===== src/rtl/acc_pkg.sv =====
// Shared accelerator-interface types: C-channel request/response structs and scheduler state.
package acc_pkg;

    localparam int unsigned AddrWidth = 32;
    localparam int unsigned DataWidth = 32;
    localparam int unsigned IdWidth   = 5;

    typedef struct packed {
        logic [AddrWidth-1:0] addr;
        logic [DataWidth-1:0] data_arga;
        logic [IdWidth-1:0]   id;
    } acc_c_q_t;

    typedef struct packed {
        logic [DataWidth-1:0] data;
        logic [IdWidth-1:0]   id;
        logic                 error;
    } acc_c_p_t;

    typedef struct packed {
        acc_c_q_t q;
        logic     q_valid;
        logic     p_ready;
    } acc_c_req_t;

    typedef struct packed {
        acc_c_p_t p;
        logic     p_valid;
        logic     q_ready;
    } acc_c_rsp_t;

    typedef enum logic [1:0] {
        ACTIVE,
        DRAIN,
        FLUSHED
    } acc_sched_state_e;

    // Index width for a counter holding values 0..num-1; never narrower than one bit.
    function automatic int unsigned idx_width(input int unsigned num);
        return (num > 1) ? $clog2(num) : 1;
    endfunction

endpackage


===== src/rtl/delta_counter.sv =====
// Up/down counter stepping by delta_i, with synchronous clear and parallel load.
module delta_counter #(
    parameter int unsigned WIDTH = 4
) (
    input  logic             clk_i,
    input  logic             rst_ni,
    input  logic             clear_i,
    input  logic             en_i,
    input  logic             load_i,
    input  logic             down_i,
    input  logic [WIDTH-1:0] delta_i,
    input  logic [WIDTH-1:0] d_i,
    output logic [WIDTH-1:0] q_o
);

    logic [WIDTH-1:0] counter_q, counter_d;

    always_comb begin
        counter_d = counter_q;
        if (clear_i) begin
            counter_d = '0;
        end else if (load_i) begin
            counter_d = d_i;
        end else if (en_i) begin
            counter_d = down_i ? (counter_q - delta_i) : (counter_q + delta_i);
        end
    end

    always_ff @(posedge clk_i or negedge rst_ni) begin
        if (!rst_ni) begin
            counter_q <= '0;
        end else begin
            counter_q <= counter_d;
        end
    end

    assign q_o = counter_q;

endmodule


===== src/rtl/acc_offload_scheduler.sv =====
// Caps in-flight offloads, blocks address switches until drained, and drains on flush.
//   state   | meaning
//   ACTIVE  | requests pass when allowed
//   DRAIN   | issue stopped, waiting for in-flight responses
//   FLUSHED | drained, flush acknowledged until flush_i drops
module acc_offload_scheduler #(
    parameter int unsigned AddrWidth      = 32,
    parameter int unsigned MaxOutstanding = 4,
    parameter type         acc_c_req_t    = acc_pkg::acc_c_req_t,
    parameter type         acc_c_rsp_t    = acc_pkg::acc_c_rsp_t,
    localparam int unsigned CntWidth      = acc_pkg::idx_width(MaxOutstanding + 1)
) (
    input  logic                clk_i,
    input  logic                rst_ni,
    input  logic                flush_i,
    output logic                flush_ack_o,
    output logic                busy_o,
    output logic [CntWidth-1:0] outstanding_o,
    input  acc_c_req_t          acc_c_slv_req_i,
    output acc_c_rsp_t          acc_c_slv_rsp_o,
    output acc_c_req_t          acc_c_mst_req_o,
    input  acc_c_rsp_t          acc_c_mst_rsp_i
);

    import acc_pkg::*;

    localparam logic [CntWidth-1:0] MaxCnt = CntWidth'(MaxOutstanding);

    acc_sched_state_e     state_q, state_d;
    logic [CntWidth-1:0]  cnt_q, cnt_d;
    logic [AddrWidth-1:0] cur_addr_q;
    logic                 allow, iss, ret, ret_eff, cnt_en;

    // allow depends only on registered state and the request itself, never on q_ready.
    always_comb begin
        allow = 1'b0;
        if (state_q == ACTIVE) begin
            allow = (cnt_q == '0) ||
                    ((acc_c_slv_req_i.q.addr == cur_addr_q) && (cnt_q < MaxCnt));
        end
    end

    always_comb begin
        acc_c_mst_req_o         = acc_c_slv_req_i;
        acc_c_mst_req_o.q_valid = acc_c_slv_req_i.q_valid & allow;
        acc_c_slv_rsp_o         = acc_c_mst_rsp_i;
        acc_c_slv_rsp_o.q_ready = acc_c_mst_rsp_i.q_ready & allow;
    end

    assign iss     = acc_c_mst_req_o.q_valid & acc_c_mst_rsp_i.q_ready;
    assign ret     = acc_c_mst_rsp_i.p_valid & acc_c_slv_req_i.p_ready;
    assign ret_eff = ret & (cnt_q != '0);
    assign cnt_en  = iss ^ ret_eff;

    delta_counter #(
        .WIDTH (CntWidth)
    ) i_cnt (
        .clk_i   (clk_i),
        .rst_ni  (rst_ni),
        .clear_i (1'b0),
        .en_i    (cnt_en),
        .load_i  (1'b0),
        .down_i  (ret_eff),
        .delta_i (CntWidth'(1)),
        .d_i     ('0),
        .q_o     (cnt_q)
    );

    // Look-ahead of the counter so DRAIN can leave in the same edge the last response lands.
    always_comb begin
        cnt_d = cnt_q;
        if (iss && !ret_eff) begin
            cnt_d = cnt_q + 1'b1;
        end else if (!iss && ret_eff) begin
            cnt_d = cnt_q - 1'b1;
        end
    end

    always_ff @(posedge clk_i or negedge rst_ni) begin
        if (!rst_ni) begin
            cur_addr_q <= '0;
        end else if (iss) begin
            cur_addr_q <= acc_c_slv_req_i.q.addr;
        end
    end

    always_ff @(posedge clk_i or negedge rst_ni) begin
        if (!rst_ni) begin
            state_q <= ACTIVE;
        end else begin
            state_q <= state_d;
        end
    end

    always_comb begin
        state_d = state_q;
        unique case (state_q)
            ACTIVE: begin
                if (flush_i && !(acc_c_mst_req_o.q_valid && !acc_c_mst_rsp_i.q_ready)) begin
                    state_d = DRAIN;
                end
            end
            DRAIN: begin
                if (!flush_i) begin
                    state_d = ACTIVE;
                end else if (cnt_d == '0) begin
                    state_d = FLUSHED;
                end
            end
            FLUSHED: begin
                if (!flush_i) begin
                    state_d = ACTIVE;
                end
            end
            default: state_d = ACTIVE;
        endcase
    end

    assign flush_ack_o   = (state_q == FLUSHED);
    assign busy_o        = (cnt_q != '0);
    assign outstanding_o = cnt_q;

`ifndef SYNTHESIS
    a_no_underflow: assert property (@(posedge clk_i) disable iff (!rst_ni)
        ret |-> (cnt_q != '0));
    a_cnt_bound: assert property (@(posedge clk_i) disable iff (!rst_ni)
        cnt_q <= MaxCnt);
    a_valid_stable: assert property (@(posedge clk_i) disable iff (!rst_ni)
        (acc_c_mst_req_o.q_valid && !acc_c_mst_rsp_i.q_ready) |=> acc_c_mst_req_o.q_valid);
`endif

endmodule


===== config.mk =====
export PLATFORM = sky130hd
export DESIGN_NAME = acc_offload_scheduler
export DESIGN_NICKNAME = d
export VERILOG_FILES = /design/src/rtl/acc_pkg.sv /design/src/rtl/delta_counter.sv /design/src/rtl/acc_offload_scheduler.sv
export SDC_FILE = /design/constraint.sdc
export NUM_CORES = 1
export LEC_CHECK = 0
export ABC_AREA = 1
export ABC_CLOCK_PERIOD_IN_PS = 2710
export BUFFER_PORTS_ARGS = -buffer_cell sky130_fd_sc_hd__clkbuf_2
export CORE_ASPECT_RATIO = 0.9
export CORE_UTILIZATION = 30
export CTS_BUF_LIST = sky130_fd_sc_hd__clkbuf_2
export CTS_CLUSTER_SIZE = 12
export DETAILED_ROUTE_END_ITERATION = 8
export PLACE_DENSITY = 0.65
export RECOVER_POWER = 100
export SYNTH_ARGS = -nofsm -noshare
export SYNTH_HDL_FRONTEND = slang
export SYNTH_SLANG_ARGS = --single-unit

===== constraint.sdc =====
create_clock -name clk_i -period 2.71 [get_ports clk_i]
set_clock_uncertainty 0.2 [all_clocks]
set_input_delay 0.1355 -clock clk_i [delete_from_list [all_inputs] [get_ports clk_i]]
set_output_delay 0.1355 -clock clk_i [all_outputs]
set_load 0.01 [all_outputs]

==> summary.txt <==
Cell with the most instances after synthesis -> buf_4
Height of the die -> 97.8 um
DR vias -> 2294
Synthesized net count -> 524
Congestion Overflow GR -> 0
Starting Density -> 31.3%
XOR/XNOR share of the synthesized area -> 4.58%
Slew Limit Fails -> 38
CP startpoint kind -> input port
Antenna violations before repair -> 0
DR iter-0 viols -> 110
Setup WS post-layout -> 0.202 ns
Ant. Diodes -> 0
Slowest CP cell -> dlygate4sd3_1
Pin count of the biggest net entering global routing -> 49
Crit path cell chain -> dlygate4sd3_1, clkbuf_1, inv_1, nand2_1, nand4_1, nor2_1, nand2_1, nor2_1, nand2_1, nand2_2, nand2_4, nor2_8, nand2_4, ha_4, o41ai_2, nand2_1, a21boi_1, nand4_1, nand2_1
CP peak stage delay -> 0.54 ns
Period utilization -> 92.6%
Clock root buffer master -> clkbuf_2
Slew @ Worst Pin -> 2.03 ns
Post-Place Setup Slack -> 0.0623 ns
Max Cap Viol -> 1
Syn_area_per_cell -> 7.56 um^2
Async S/R FF share, synth -> 100%
Worst-path fanout max -> 3
Num CTS Buffers -> 5
Endpoints failing setup -> 0
Hold crit path type -> input port to primary output
Post-synth top cells -> 110 x buf_4, 105 x nand2_1, 43 x inv_1
Largest family of logic cells by synthesized area -> buffers and inverters
Slew headroom -> -35.2%
CP arrival -> 2.64 ns
Yosys reg bits -> 37
Number of port buffers -> 79
Max Freq -> 0.399 GHz
Primary FF master, synth -> dfrtp_1
CTS tree -> built
Simple-Gate Fraction of Synth Area -> 22.8%
Crit end category -> flop
WP data required -> 2.84 ns
Failing checks -> capacitance limit, slew limit
DR WL/cell -> 11.5 um
GPL Wtd Cong -> 0.748
Max VDD drop -> 0.166 mV
Global-route wire length before repair -> 10.2 mm
DP HPWL -> 4.36 mm
Post-synthesis sequential area ratio -> 30.2%
Synthesized area -> 3060 um^2
EDFF count, synth -> 0
Yosys cell types -> 25
Vias per cell -> 4.25
Layout cells sized above 1 -> 17.6%
Post-Synth Adder-Cell Area -> 2.04%
Final wirelength -> 6.19 mm
CTS Sinks -> 37
DRC -> 0
GR Util All Layers -> 12.2%
Crit Path Class -> input port to flop
Hold WS -> 0.0710 ns
Fin nets -> 533
Synth area leader -> dfrtp_1
Max clock buf depth -> 2
Area Growth Syn to Fin -> 1.63%
Fin. Hold Viols -> 0
Mux contribution to synthesized area -> 0%
Synth Area in Compound Gates -> 5.88%
Die X -> 108 um
Routed Antenna Nets -> 0
Die area -> 10600 um^2
Outcome -> complete, but fails checks
Yosys warns -> 0
Leak -> 1.62 nW
Core region area -> 9780 um^2
Most used cell, CP -> nand2_1
Power per Cell Area -> 676 nW/um^2
H-tree Lvls -> 2
Vias in the first global route -> 2239
Top post-synthesis cells by area -> dfrtp_1 30%, buf_4 27%, nand2_1 13%, inv_1 5.3%, o21ai_2 4.3%
Final min period -> 2.51 ns
Clk_lat worst skew -> 0.39 ns
Drt first pass iters -> 4
Clk pin slew, worst setup/hold paths -> 0.17 ns
I/O pin count -> 230
Synthesized instance count -> 405
Rows -> 34
Synth top area share -> 30.2%
worst max-delay path: cells and delay by family:
kind,cells,cell delay (ns)
buffers and inverters,3,0.77
adders and majority gates,1,0.18
and+or+nand+nor,13,1.13
AOI/OAI and AO/OA,2,0.42
cells by family after synthesis:
logic type / after synthesis
fa+ha+maj: 5
compound gates: 23
xor+xnor: 16
buf+inv: 161
flops: 37
simple gates: 163
layout by cell type (no fill, tap or decap):
| cell type | netlist | final |
|---|---|---|
| xnor2_1 | 12 | 12 |
| nand2_2 | 1 | 1 |
| clkinv_1 | 0 | 1 |
| nand4_1 | 9 | 9 |
| nor3_1 | 2 | 2 |
| o21ai_0 | 2 | 2 |
| a211oi_1 | 1 | 1 |
| buf_4 | 110 | 3 |
| o21ai_1 | 1 | 1 |
| nand2_1 | 105 | 105 |
| ha_4 | 0 | 1 |
| inv_2 | 1 | 1 |
| o41ai_2 | 0 | 1 |
| xor2_1 | 4 | 4 |
| clkbuf_1 | 1 | 39 |
| nand2_4 | 2 | 2 |
| clkbuf_2 | 0 | 48 |
| ha_1 | 5 | 4 |
| nand3_1 | 21 | 21 |
| nor2_1 | 22 | 22 |
| a21boi_1 | 0 | 1 |
| o21ai_2 | 15 | 15 |
| dlygate4sd3_1 | 0 | 35 |
| a21oi_1 | 2 | 2 |
| dfrtp_1 | 37 | 37 |
| nor2_8 | 1 | 1 |
| inv_1 | 43 | 43 |
final cells by class:
type | instances | area [um^2]
fill | 1066 | 6670
clock buffer | 6 | 30.0
inverter | 44 | 165
timing repair buffer | 119 | 729
multi-input combinational | 207 | 1100
sequential | 37 | 926
clock inverter | 1 | 3.75
tap | 126 | 158
per-stage QoR:
stage                     area [um^2]  power, mW  cells  TNS (ns)  util, %
final                            3110       2.10    540         0     31.8
after global routing             3110       2.32    540  -0.00149     31.8
after CTS                        3140       2.13    539         0     32.1
after detailed placement         2750       1.85    497         0     28.1
after global placement           2750       1.81    497         0     28.1
after floorplan                  3060       1.72    405         0        -
metal layers:
metal  routed length [um]  vias up  global-route usage (%)
li1                     -     1151                       -
met1                 2740     1024                    14.9
met2                 2890       88                    19.8
met3                  354       31                    3.34
met4                  216        0                    5.51
met5                    0        -                       0
registers in the layout (all words and copies together), names as in the netlist:
register	flops
state_q	2
i_cnt.q_o	3
cur_addr_q	32
path summary, 6_finish.rpt:
kind / start / end / slack (ns) / cells after the start
max in group asynchronous: rst_ni / i_cnt.q_o[1] / 0.51 / 2
hold / removal: acc_c_slv_req_i[30] / acc_c_mst_req_o[30] / 0.07 / 0
setup / recovery: acc_c_slv_req_i[48] / state_q[0] / 0.20 / 19
min in group asynchronous: rst_ni / cur_addr_q[9] / 0.63 / 2
hold reg to reg: cur_addr_q[3] / cur_addr_q[3] / 0.30 / 2
setup reg to reg: cur_addr_q[25] / state_q[0] / 0.24 / 19
where the power goes:
group / leakage (nW) / internal, mW / switching (mW)
clock network: 0.0265 / 0.0602 / 0.182
logic: 1.11 / 0.411 / 0.532
registers: 0.478 / 0.765 / 0.152
what timing repair did:
item / CTS / global route
hold endpoints to repair: 71 / 0
resized for setup: 0 / 4
setup buffers: 0 / 1
setup endpoints to repair: 0 / 2
hold buffers: 35 / 0
Note: power is estimated with default switching activity, not from simulation.
